### src/rtl/cmd_resp_rx_ctrl.sv
// rtl/cmd_resp_rx_ctrl.sv - SD CMD-line response receiver: start-bit search, frame gating, CRC7 and framing checks
module cmd_resp_rx_ctrl #(
  parameter int SHORT_BITS = 48,
  parameter int LONG_BITS  = 136,
  parameter int TIMEOUT    = 64,
  parameter int CNT_W      = 8
) (
  input  logic             clk,
  input  logic             reset,
  input  logic             start,
  input  logic             long_resp,
  input  logic             crc_en,
  input  logic             abort,
  input  logic             cmd_in,
  output logic             des_clear,
  output logic             des_shift_en,
  output logic [CNT_W-1:0] bit_index,
  output logic             busy,
  output logic             done,
  output logic             timeout_err,
  output logic             crc_err,
  output logic             frame_err
);

  localparam int TO_W = $clog2(TIMEOUT + 1);

  typedef enum logic [1:0] {IDLE, WAIT_START, RECEIVE, DONE} state_t;

  state_t            state;
  state_t            state_next;
  logic              long_q;
  logic              crc_en_q;
  logic [6:0]        crc;
  logic [TO_W-1:0]   to_cnt;
  logic [CNT_W-1:0]  last_idx;
  logic [CNT_W-1:0]  crc_lo;
  logic [CNT_W-1:0]  field_lo;
  logic              accept;
  logic              start_bit;
  logic              timeout_hit;
  logic              last_bit;
  logic              in_crc;
  logic              in_field;

  // Frame geometry: CRC field is the 7 bits just before the end bit.
  assign last_idx = long_q ? CNT_W'(LONG_BITS - 1) : CNT_W'(SHORT_BITS - 1);
  assign crc_lo   = long_q ? CNT_W'(8) : '0;
  assign field_lo = last_idx - CNT_W'(7);

  assign accept      = start && ((state == IDLE) || (state == DONE));
  assign start_bit   = (state == WAIT_START) && !cmd_in;
  assign timeout_hit = (state == WAIT_START) && cmd_in && (to_cnt == TO_W'(TIMEOUT - 1));
  assign last_bit    = (state == RECEIVE) && (bit_index == last_idx);

  assign des_shift_en = start_bit || (state == RECEIVE);
  assign busy         = (state == WAIT_START) || (state == RECEIVE);

  // bit_index is 0 throughout WAIT_START, so the start bit falls into the short-frame CRC range.
  assign in_crc   = des_shift_en && (bit_index >= crc_lo) && (bit_index < field_lo);
  assign in_field = (state == RECEIVE) && (bit_index >= field_lo) && (bit_index < last_idx);

  always_comb begin
    state_next = state;
    case (state)
      IDLE, DONE: if (start) state_next = WAIT_START;
      WAIT_START: begin
        if (!cmd_in)          state_next = RECEIVE;
        else if (timeout_hit) state_next = DONE;
      end
      RECEIVE:    if (last_bit) state_next = DONE;
      default:    state_next = IDLE;
    endcase
    if (abort) state_next = IDLE;
  end

  always_ff @(posedge clk) begin
    if (reset) begin
      state       <= IDLE;
      des_clear   <= 1'b1;
      bit_index   <= '0;
      done        <= 1'b0;
      timeout_err <= 1'b0;
      crc_err     <= 1'b0;
      frame_err   <= 1'b0;
      crc         <= '0;
      to_cnt      <= '0;
      long_q      <= 1'b0;
      crc_en_q    <= 1'b0;
    end else begin
      state     <= state_next;
      done      <= 1'b0;
      des_clear <= (state_next == IDLE) || ((state_next == WAIT_START) && (state != WAIT_START));
      if (abort) begin
        timeout_err <= 1'b0;
        crc_err     <= 1'b0;
        frame_err   <= 1'b0;
        crc         <= '0;
        to_cnt      <= '0;
        bit_index   <= '0;
      end else if (accept) begin
        long_q      <= long_resp;
        crc_en_q    <= crc_en;
        timeout_err <= 1'b0;
        crc_err     <= 1'b0;
        frame_err   <= 1'b0;
        crc         <= '0;
        to_cnt      <= '0;
        bit_index   <= '0;
      end else begin
        if ((state == WAIT_START) && cmd_in) begin
          to_cnt <= to_cnt + TO_W'(1);
          if (timeout_hit) begin
            timeout_err <= 1'b1;
            done        <= 1'b1;
          end
        end
        if (des_shift_en && !last_bit) bit_index <= bit_index + CNT_W'(1);
        if (in_crc) begin
          crc <= {crc[5:0], 1'b0} ^ ({7{cmd_in ^ crc[6]}} & 7'h09);
        end else if (in_field) begin
          // Received CRC arrives MSB first: compare against crc[6], then shift the next bit up.
          if (crc_en_q && (cmd_in != crc[6])) crc_err <= 1'b1;
          crc <= {crc[5:0], 1'b0};
        end
        if ((state == RECEIVE) && (bit_index == CNT_W'(1)) && cmd_in) frame_err <= 1'b1;
        if (last_bit) begin
          done <= 1'b1;
          if (!cmd_in) frame_err <= 1'b1;
        end
      end
    end
  end

endmodule

### config.mk
export PLATFORM = sky130hd
export DESIGN_NAME = cmd_resp_rx_ctrl
export DESIGN_NICKNAME = d
export VERILOG_FILES = /design/src/rtl/cmd_resp_rx_ctrl.sv
export SDC_FILE = /design/constraint.sdc
export NUM_CORES = 1
export LEC_CHECK = 0
export ABC_AREA = 1
export ABC_CLOCK_PERIOD_IN_PS = 3200
export CAP_MARGIN = 20
export CORE_MARGIN = 3
export CORE_UTILIZATION = 35
export CTS_BUF_LIST = sky130_fd_sc_hd__clkbuf_8
export DETAILED_ROUTE_END_ITERATION = 10
export PLACE_DENSITY = 0.57
export SYNTH_ARGS = -nofsm -noshare
export SYNTH_HDL_FRONTEND = slang
export SYNTH_SLANG_ARGS = --single-unit
### constraint.sdc
create_clock -name clk -period 3.2 [get_ports clk]
set_input_delay 0.32 -clock clk [delete_from_list [all_inputs] [get_ports clk]]
set_output_delay 0.32 -clock clk [all_outputs]
set_load 0.02 [all_outputs]
# Word-level counts from Yosys, hierarchy flattened
# Index checks and enable logic that the tools add are counted.
# W data, S select, Z words.
[totals]
reg_bits = 31
[classes]
addsub = 3
order_cmp = 4
n_eq_ne = 9
mux = 16
n_bitwise = 4
n_reduce_logical = 28
[ops]
columns = ["cell", "n"]
rows = [
  ["$lt A8 B8 Y1", 2],
  ["$logic_and A1 B1 Y1", 14],
  ["$mux W7", 2],
  ["$mux W2", 5],
  ["$add A8 B1 Y8 const B", 1],
  ["$eq A8 B1 Y1 const B", 1],
  ["$eq A8 B8 Y1", 1],
  ["$ge A8 B4 Y1", 1],
  ["$ge A8 B8 Y1", 1],
  ["$mux W8", 1],
  ["$sub A8 B3 Y8 const B", 1],
  ["$add A7 B1 Y7 const B", 1],
  ["$eq A7 B6 Y1 const B", 1],
  ["$xor A7 B4 Y7", 1],
  ["$mux W1", 6],
  ["$pmux W2 S3", 1],
  ["$eq A2 B1 Y1 const B", 2],
  ["$eq A2 B2 Y1 const B", 2],
  ["$logic_not A2 Y1", 2],
  ["$logic_or A1 B1 Y1", 4],
  ["$mux W4", 1],
  ["$reduce_and A2 Y1", 2],
  ["$reduce_and A3 Y1", 1],
  ["$reduce_or A3 Y1", 1],
  ["7 further kinds", 9],
]

# Longest topological paths before layout
# Gate-level depths: netlist of the first run.
[logic_depth]
ltp_word = 10
ltp_mapped = 12
depth_no_buf = 12

# Worst setup path before layout of the first run
# OpenSTA, ideal clock, no wires.
[synth_path]
path_kind = "reg2reg"
startpoint = "register bit_index[3]"
endpoint = "register bit_index[4]"
setup_ns = 0.118
t_arrival_ns = 1.664
required_ns = 3.082
setup_slack_ns = 1.418
stages_incl_launch_ff = 12
n_path_buf = 1
period_less_slack_ns = 1.782
path_cell_list = "dfxtp_1 inv_1 ha_1 nand3_1 inv_1 nand3_2 nand2_2 buf_6 nor2_2 nand3_1 nand2_1 a21oi_1"
[synth_via]
elab_chain_len = 4
word_cells_on_any_way = 5
cone_classes = "1 x add/sub; 1 x eq/ne; 3 x reduce/logical"
[synth_rtl]
columns = ["item", "line_no", "source"]
rows = [
  ["start, declared", "17", "output logic [CNT_W-1:0] bit_index,"],
  ["start signal, assigned", "117", "if (des_shift_en && !last_bit) bit_index <= bit_index + CNT_W'(1);"],
  ["parallel branches: the longest is 4 deep, another holds $add A8 B1 Y8", "--", ""],
]
# Parallel ways; which one is timed is not known.
# A chain may end at the register's enable or synchronous reset.

# Worst setup path in the final report of the first run
[layout_path]
startpoint = "register state[0]"
endpoint = "output port busy"
[layout_via]
elab_chain_len = 2
word_cells_on_any_way = 3
cone_classes = "2 x eq/ne; 1 x reduce/logical"
[layout_rtl]
columns = ["item", "line_no", "source"]
rows = [
  ["start, declared", "29", "state_t state;"],
  ["start signal, assigned", "90", "state <= state_next;"],
  ["$eq A2 B1 Y1 or $eq A2 B2 Y1 (tied branches)", "56", "assign busy = (state == WAIT_START) || (state == RECEIVE);"],
  ["$logic_or A1 B1 Y1 (*)", "56", ""],
  ["end, declared", "18", "output logic busy,"],
]
# Every way passes the cells marked *; elsewhere a longest branch is shown, timed or not.

==> results_dict.tcl, run 1 <==
set metrics [dict create \
    drv_slew 0 \
    drt_wl_total_mm 3.832 \
    crit_slowest_cell "clkdlybuf4s50_1" \
    antenna_left 0 \
    p_total_mw 0.8008 \
    cts_num_sinks 31 \
    pre_cts_slack_ns 1.096 \
    wl_per_cell_um 10.89 \
    r2r_start "bit_index[3]" \
    cts-buffers-inserted 5 \
    seq_area_frac_synth_pct 34.54 \
    grt_usage_pct 13.94 \
    synth_area_mm2 0.001797 \
    core_area_mm2 0.004848 \
    reg2reg_depth 9 \
    syn_avg_cell_area_um2 6.964 \
    setup_tns_ns 0 \
    syn_to_final_growth_pct 21.10 \
    hp-class "reg -> reg" \
    grt_start_max_net_pins 15 \
    ctsHoldBuffers 0 \
    drc_errors 0 \
    rsz0062_at_grt "false" \
    dr.pass1.iters 4 \
    fin_worst_skew_ns 0.002702 \
    cts.clk_slew.worst_paths_ns 0.06 \
    whs_path_depth 2 \
    insertion_delay_ns 0.28 \
    clock_path_buffers 2 \
    synth_nets 276 \
    synthCells 258 \
    ff_latch_area_um2 620.6 \
    ys_seq_elements 31 \
    synth_top_area_share_pct 34.54 \
    antenna_cells 0 \
    hold_start "crc_err" \
    portBuffers 21 \
    grt_pass1_vias 1532 \
    p_leak_nw 0.9730 \
    crit_top_cell "inv_1" \
    viasPerCell 4.568 \
    hold_ws_ns 0.4513 \
    drive_gt1_share_pct 10.53 \
    final.min_clock_period_ns 2.145 \
    r2r_slack_ns 1.20 \
    hold_end "crc_err" \
    crit_path_max_fanout 4 \
    worstPathCellList "inv_1 -> ha_1 -> inv_1 -> clkdlybuf4s50_1" \
    critPathKind "reg -> out" \
    final_common_cell "nand2_1" \
    ios 22 \
    cp-start-kind "register" \
    nets 302 \
    yosys-top-cells-area "dfxtp_1 35%, nand2_1 11%, inv_1 8.1%, ha_1 7.7%, nor2_1 7.3%" \
    reg2reg_to "bit_index[3]" \
    antenna_found_initial 0 \
    cpPeakStageDelay_ns 0.63 \
    cap_viol_max_count 0 \
    gp_congestion 0.8764 \
    fin_ws_ns 1.055 \
    nFillCells 493 \
    cts_tree "built" \
    crit_required_ns 2.88 \
    die_area_mm2 0.006030 \
    setup_viol 0 \
    max_slew.worst_pin.slew_ns 0.4386 \
    die_h_um 77.65 \
    fin_crit_sh_pct 67.04 \
    mostFrequentLayoutCells "53 x nand2_1, 40 x inv_1, 35 x nor2_1" \
    start_util_pct 37.06 \
    grt_pass1_wl_mm 6.755 \
    status "finished clean" \
    vias 1608 \
    max_slew_margin_pct 70.73 \
    die_x_um 77.65 \
    overflow 0 \
    yosys_warnings 0 \
    postLayoutCoreUtil_pct 44.88 \
    cts-resized-gates 0 \
    arrival_ns 1.83 \
    cp-end-kind "output pin" \
    multi_input_area_um2 983.4 \
    hpwl_mm 2.862 \
    clock-root-buffer "clkbuf_8" \
    cts_setup_buffers 0 \
    fp-row-count 25 \
    hold_viol_final 0 \
    ir_drop_v 0.0001750 \
    power.density_mw_per_mm2 368.1 \
    synth_cell_types 29 \
    fmax_mhz 466.2 \
    first_iter_violations 70 \
    synth_top_area_cell "dfxtp_1" \
    cts_max_level 2 \
]
[registers in the layout, summed over array words and instances (netlist names)]
register,count
long_q,1
done,1
crc,7
frame_err,1
timeout_err,1
crc_err,1
state,2
to_cnt,7
crc_en_q,1
des_clear,1
bit_index,8
[metrics by stage]
stage | area, um2 | instances
6_report | 2176 | 352
5_1_grt | 2176 | 352
4_1_cts | 2176 | 352
3_5_place_dp | 2076 | 344
3_3_place_gp | 2076 | 344
2_1_floorplan | 1797 | 258
[layer usage]
layer	up-vias	wire length, um	track usage, %
li1	869	-	-
met1	701	1955	17.90
met2	32	1654	21.75
met3	6	175	4.408
met4	0	47	5.160
met5	-	0	0
[cell usage after synthesis]
cell	number
nand2_2	3
o21ai_0	7
inv_4	2
nand3_1	24
a21oi_1	16
inv_2	3
nor3_1	3
nor2_1	35
o21ai_4	1
nand4_1	4
ha_1	11
a21boi_2	1
o21ai_1	2
a31o_1	1
inv_1	39
clkbuf_1	1
nor2_2	3
nand2_4	2
nand2_1	53
nor2_4	4
nand4_2	1
dfxtp_1	31
a211oi_1	2
xnor2_1	2
nand3_2	2
buf_4	1
buf_6	1
xor2_1	2
and3_1	1
[report_power, final]
group | internal (mW) | total [mW] | switching, mW | leakage, nW
logic | 0.0268 | 0.0688 | 0.0421 | 0.667
registers | 0.390 | 0.393 | 0.00304 | 0.250
clock network | 0.193 | 0.339 | 0.146 | 0.0557
[kinds of logic after synthesis]
logic type               share of synthesized area, %
buffers and inverters                           10.72
adder cells (fa/ha/maj)                         7.660
flip-flops                                      34.54
AND/OR/NAND/NOR                                 35.31
XOR/XNOR                                        1.950
AO/OA/AOI/OAI                                   9.819
[critical path, delay by kind of cell, from the launching register on]
| family | cells | cell delay (ns) |
|---|---|---|
| DFF | 1 | 0.37 |
| buffers and inverters | 3 | 0.84 |
| adders and majority gates | 1 | 0.34 |
[area by class of cell]
type	instances	share of cell area, %
Clock buffer	7	4.428
Timing Repair Buffer	22	10.01
Sequential cell	31	28.52
Tap cell	67	3.853
Multi-Input combinational cell	180	45.20
Inverter	44	7.821
Clock inverter	1	0.1725
[how the worst max path moves through the flow]
stage,from,slack (ns),endpoint
after floorplan,bit_index[3],1.42,bit_index[4]
after global placement,cmd_in,1.14,des_shift_en
after detailed placement,cmd_in,1.10,des_shift_en
after CTS,state[1],1.04,des_shift_en
after global routing,state[1],0.93,des_shift_en
final,state[0],1.05,busy
Power figures use the tool's default switching activity.
==> inputs of run 2 (changes only) <==
- ABC_CLOCK_PERIOD_IN_PS: 3200 -> 1700
- PLACE_DENSITY: 0.57 -> 0.59
- clock period: 3.2 -> 1.7 ns (I/O delays scaled with it)
==> run 2 against run 1 <==
  * Clock skew is 0.0014 ns higher
  * Register-to-register slack worse by 1.1 ns
  * Final area is 14% higher
  * Clock power is 120% higher
  * Final cell count is 7.4% higher
  * Global-route usage is 0.48 points higher
  * Critical path depth is 2 lower
  * Highest routed layer unchanged
  * Largest power group is now clock
  * Routed wire length is 8.0% higher
  * Count of clock-buffer cells in the layout is 1 lower
  * Total power is 110% higher
  * Sequential cell count stayed put
  * Core utilization is 6.4 points higher
==> results_dict.tcl, run 2 (same netlist as run 1, synthesis figures left out) <==
set metrics [dict create \
    r2r_slack_ns 0.09 \
    grt_start_max_net_pins 15 \
    hp-class "reg -> reg" \
    portBuffers 21 \
    ios 22 \
    fmax_mhz 618.6 \
    grt_pass1_wl_mm 6.982 \
    cts_num_sinks 31 \
    power.density_mw_per_mm2 674.1 \
    hold_end "crc_err" \
    critPathKind "reg -> out" \
    reg2reg_to "crc[3]" \
    cpPeakStageDelay_ns 0.60 \
    hold_start "crc_err" \
    final_common_cell "nand2_1" \
    nets 328 \
    worstPathCellList "buf_4 -> clkdlybuf4s50_1" \
    cp-end-kind "output pin" \
    dp_cells 366 \
    hold_viol_final 0 \
    cpLargestDelayFamily "buffers and inverters" \
    cts_max_level 2 \
    dr.pass1.iters 4 \
    final.min_clock_period_ns 1.616 \
    p_sw_share_pct 23.02 \
    die_x_um 77.65 \
    drt_wl_total_mm 4.138 \
    crit_path_max_fanout 5 \
    syn_to_final_growth_pct 38.44 \
    cts.clk_slew.worst_paths_ns 0.07 \
    die_area_mm2 0.006030 \
    die_h_um 77.65 \
    cts_tree "built" \
    vias 1720 \
    gp_congestion 0.8229 \
    insertion_delay_ns 0.28 \
    viasPerCell 4.550 \
    drc_errors 0 \
    nFillCells 482 \
    intPower_mw 1.291 \
    antenna_left 0 \
    clock-root-buffer "clkbuf_8" \
    r2r_start "long_q" \
    rsz0062_at_grt "true" \
    switchingPower_mw 0.3860 \
    p_total_mw 1.677 \
    arrival_ns 1.45 \
    setup_viol 0 \
    max_slew_margin_pct 82.54 \
    fp-row-count 25 \
    overflow 0 \
    crit_required_ns 1.53 \
    clock_path_buffers 2 \
    grt_pass1_vias 1662 \
    reg2reg_depth 12 \
    layout.cells.non_filler 378 \
    hpwl_mm 3.079 \
    wl_per_cell_um 10.95 \
    p_leak_nw 1.109 \
    ir_drop_v 0.0004351 \
    drive_gt1_share_pct 24.44 \
    fin_crit_sh_pct 95.09 \
    p_comb_share_pct 10.7 \
    cts-buffers-inserted 5 \
    regMostFlops "bit_index" \
    top_regs "bit_index x8, crc x7, to_cnt x7" \
    hold_ws_ns 0.4511 \
    fin_worst_skew_ns 0.004090 \
    antenna_found_initial 0 \
    core_area_mm2 0.004848 \
    whs_path_depth 2 \
    largest_reg_flops 8 \
    grt_usage_pct 14.42 \
    status "finished clean" \
    multi_input_area_mm2 0.001080 \
    ctsHoldBuffers 0 \
    max_slew.worst_pin.slew_ns 0.2600 \
    postLayoutCoreUtil_pct 51.30 \
    ff_latch_area_um2 624.3 \
    path_buf_inv 2 \
    antenna_cells 0 \
    drv_slew 0 \
    cp-start-kind "register" \
    crit_slowest_cell "clkdlybuf4s50_1" \
    cap_viol_max_count 0 \
    first_iter_violations 60 \
    start_util_pct 37.06 \
    power_frac_clock_pct 45.2 \
    mostFrequentLayoutCells "50 x nand2_1, 36 x inv_1, 32 x nor2_1" \
    seqPwrFrac_pct 44.1 \
]
run 2: timing repair:
action / in CTS / in global routing
setup endpoints to repair: 3 / 18
resized for setup: 4 / 24
buffers inserted: 0 / 3
pin swaps: 0 / 10
gates cloned: 0 / 1
run 2: worst reg2reg max path: cells and delay by family, from the launching register on:
| kind | cells | cell delay (ns) |
|---|---|---|
| DFF | 1 | 0.32 |
| adders and majority gates | 1 | 0.28 |
| and+or+nand+nor | 8 | 0.72 |
| buffers and inverters | 3 | 0.24 |
run 2: area by class of cell:
cell class                      instances  area share (%)
Clock buffer                            6           3.320
Clock inverter                          2           1.408
Inverter                               44           6.841
Multi-Input combinational cell        181           43.41
Sequential cell                        31           25.10
Tap cell                               67           3.370
Timing Repair Buffer                   47           16.55
run 2: power by group through the flow:
stage | clock network, mW | registers [mW] | logic, mW
6_report | 0.759 | 0.739 | 0.179
4_1_cts | 0.778 | 0.738 | 0.160
3_3_place_gp | 0 | 0.755 | 0.159
2_1_floorplan | 0 | 0.756 | 0.0879
5_1_grt | 0.801 | 0.740 | 0.198
3_5_place_dp | 0 | 0.755 | 0.160
run 2: worst max path at each step:
| stage | from | end | slack (ns) | depth (start not counted) |
|---|---|---|---|---|
| 4_1_cts | long_q | crc[5] | 0.01 | 11 |
| 6_report | bit_index[5] | bit_index[5] | 0.08 | 2 |
| 3_5_place_dp | cmd_in | des_shift_en | -0.05 | 3 |
| 2_1_floorplan | bit_index[7] | crc[3] | 0.05 | 11 |
| 3_3_place_gp | cmd_in | des_shift_en | -0.06 | 3 |
| 5_1_grt | long_q | crc[3] | -0.03 | 11 |
run 2: metal layers:
layer  GRT usage (%)  vias up  wire length [um]
li1                -      917                 -
met1           16.81      761              1942
met2           24.57       34              1910
met3           3.828        8               207
met4           6.406        0                78
met5               0        -                 0
run 2: per-stage QoR:
stage | TNS [ns] | setup slack (ns) | instance area [um2]
final | 0 | 0.08355 | 2487
after global routing | -0.09587 | -0.03128 | 2487
after CTS | 0 | 0.009951 | 2376
after detailed placement | -0.05166 | -0.05166 | 2255
after global placement | -0.05522 | -0.05522 | 2255
after floorplan | 0 | 0.04843 | 1798
==> variant: new RTL, settings of run 2 <==
Change the parameter `TIMEOUT` from 64 to 32.
--- a/src/rtl/cmd_resp_rx_ctrl.sv
+++ b/src/rtl/cmd_resp_rx_ctrl.sv
@@ -3,5 +3,5 @@
   parameter int SHORT_BITS = 48,
   parameter int LONG_BITS  = 136,
-  parameter int TIMEOUT    = 64,
+  parameter int TIMEOUT    = 32,
   parameter int CNT_W      = 8
 ) (
Check against the original RTL: no difference found for any inputs over 10 cycles, from zero or initial values and one cycle with reset high; that may be too few to reach the edited logic, so the function may still have changed.
==> variant against run 2 <==
Wire length is 1.7% higher; synthesized cell count is 4.3% higher; total power is 6.0% lower; fmax is 1.5% lower; area after synthesis hardly changed; count of clock-buffer cells in the layout is 2 higher; sequential power is 3.0% lower; cell count is 0.26% higher; setup slack worse by 0.025 ns; cell area is 2.9% lower; sequential cell count is 1 lower; largest cell class unchanged.
==> variant: results (changes against run 2) <==
- The post-detailed-routing wire length is 4.21 mm (was 4.14 mm).
* Critical Path Start: bit_index[6]$_SDFFE_PP0P_ (was bit_index[5]$_SDFFE_PP0P_)
* Pin count of the biggest net entering global routing: 15 (unchanged)
- First-iteration detailed-routing DRC count: 89 (was 60)
- Placer's final routability congestion estimate: 0.805 (was 0.823)
- The average via count per standard cell is 4.61 (was 4.55).
* Proportion of layout cells with a drive suffix above 1: 22.4% (was 24.4%)
- The fraction of power consumed by the clock network is 43.7% (was 45.2%).
* Arrival time of data at the critical path endpoint: 1.47 ns (was 1.45 ns)
* Post-placement worst setup slack: -0.00802 ns (was -0.0517 ns)
- The largest driver fanout on the critical path came to 9 (was 5).
* Post-synth top flop: dfxtp_1 (unchanged)
- The maximum ir drop on the vdd rail was 0.468 mV (was 0.435 mV).
- The sequential element share of the synthesized area was 33.4% (was 34.5%).
- Post-CTS Repair Setup Buffers: 1 (was 0)
- The leakage power was 1.06 nW (was 1.11 nW).
- Area after detailed placement: 2180 µm² (was 2250 µm²)
* Number of nets in the finished design: 329 (was 328)
- Highest cell delay on the worst timing path: 0.67 ns (was 0.60 ns)
- Global-route wire length before repair: 7.16 mm (was 6.98 mm)
* Setup crit end: bit_index[6] (was bit_index[5])
* Post-DP HPWL: 3.11 mm (was 3.08 mm)
- The worst slack on hold paths came to 0.451 ns (about the same).
- Largest registers ranked by flip-flop count: bit_index: 8 flops, crc: 7 flops, to_cnt: 6 flops (was bit_index: 8 flops, crc: 7 flops, to_cnt: 7 flops)
- The post-cts resize count came to 11 (was 4).
- Number of flops mapped to enable cells by yosys: 0 (unchanged)
- The setup slack after layout was 0.0590 ns (was 0.0835 ns).
* Worst max-slew margin expressed relative to the limit: 78.2% (was 82.5%)
- The count of unique library cells instantiated by Yosys was 28 (was 29).
- Power in the clock group: 0.689 mW (was 0.759 mW)
- Net switching power of the design: 0.383 mW (was 0.386 mW)
- Reg2Reg Setup Slack: 0.07 ns (was 0.09 ns)
- Worst setup skew after layout: 0.00456 ns (was 0.00409 ns)
- The initial antenna violation count came to 0 (unchanged).
- Run status: finished clean (unchanged)
* Summed negative setup slack over all endpoints: 0 ns (unchanged)
* Net Count, Synth: 287 (was 276)
* Synth top area cells: dfxtp_1, nand2_1, inv_1 (unchanged)
- The cell count after placement is 369 (was 366).
* Worst reg2reg path startpoint: state[1]$_SDFF_PP0_ (was long_q$_SDFFE_PP0P_)
* Non-Filler Instances: 379 (was 378)
- Synth top cells by count: nand2_1, inv_1, nor2_1, dfxtp_1, nand3_1 (unchanged).
- The combinational-cell power consumption was 0.170 mW (was 0.179 mW).
- Number of global-route vias before repair: 1,586 (was 1,662)
- The total global-route track usage is 14.8% (was 14.4%).
* Cells after Synth: 269 (was 258)
- Root Buffer Master: clkbuf_8 (unchanged)
[variant: changes by cell type after synthesis, sizes merged, moves of 2 or more]
| cell | change |
|---|---|
| nand2 | +5 |
| nand3 | -5 |
| buf | +4 |
| a211oi | -2 |
| xor2 | +2 |
| a21oi | +3 |
| nand4 | -2 |
| nor3 | +7 |
| o21bai | +2 |
[variant: worst min-delay path by stage]
| stage | end |
|---|---|
| detailed placement | timeout_err$_SDFFE_PP0P_ |
| CTS | timeout_err$_SDFFE_PP0P_ |
| floorplan | crc_en_q$_SDFFE_PP0P_ |
| global placement | timeout_err$_SDFFE_PP0P_ |
| global route | timeout_err$_SDFFE_PP0P_ |
| finish | crc_err$_SDFFE_PP0P_ |
[variant: final cells by class]
class / count / area (µm²)
Timing Repair Buffer: 41 / 363
Multi-Input combinational cell: 190 / 1090
Sequential cell: 30 / 608
Inverter: 43 / 161
Tap cell: 67 / 83.8
Clock buffer: 8 / 110
Fill cell: 486 / 2430
[variant: layer usage]
| layer | vias up | GRT usage (%) | routed length [µm] |
|---|---|---|---|
| li1 | 928 | - | - |
| met1 | 785 | 20.0 | 2150 |
| met2 | 27 | 22.4 | 1870 |
| met3 | 7 | 3.83 | 137 |
| met4 | 0 | 5.87 | 57 |
| met5 | - | 0 | 0 |
[variant: logic make-up (layout without fill, tap and decap cells)]
group | Yosys count | count (layout) | share of synthesized area, %
and+or+nand+nor | 142 | 142 | 35.1
buffers and inverters | 49 | 92 | 11.6
AOI/OAI and AO/OA | 31 | 31 | 9.27
DFF | 30 | 30 | 33.4
adders and majority gates | 11 | 11 | 7.67
xor gates and xnor gates | 6 | 6 | 2.93
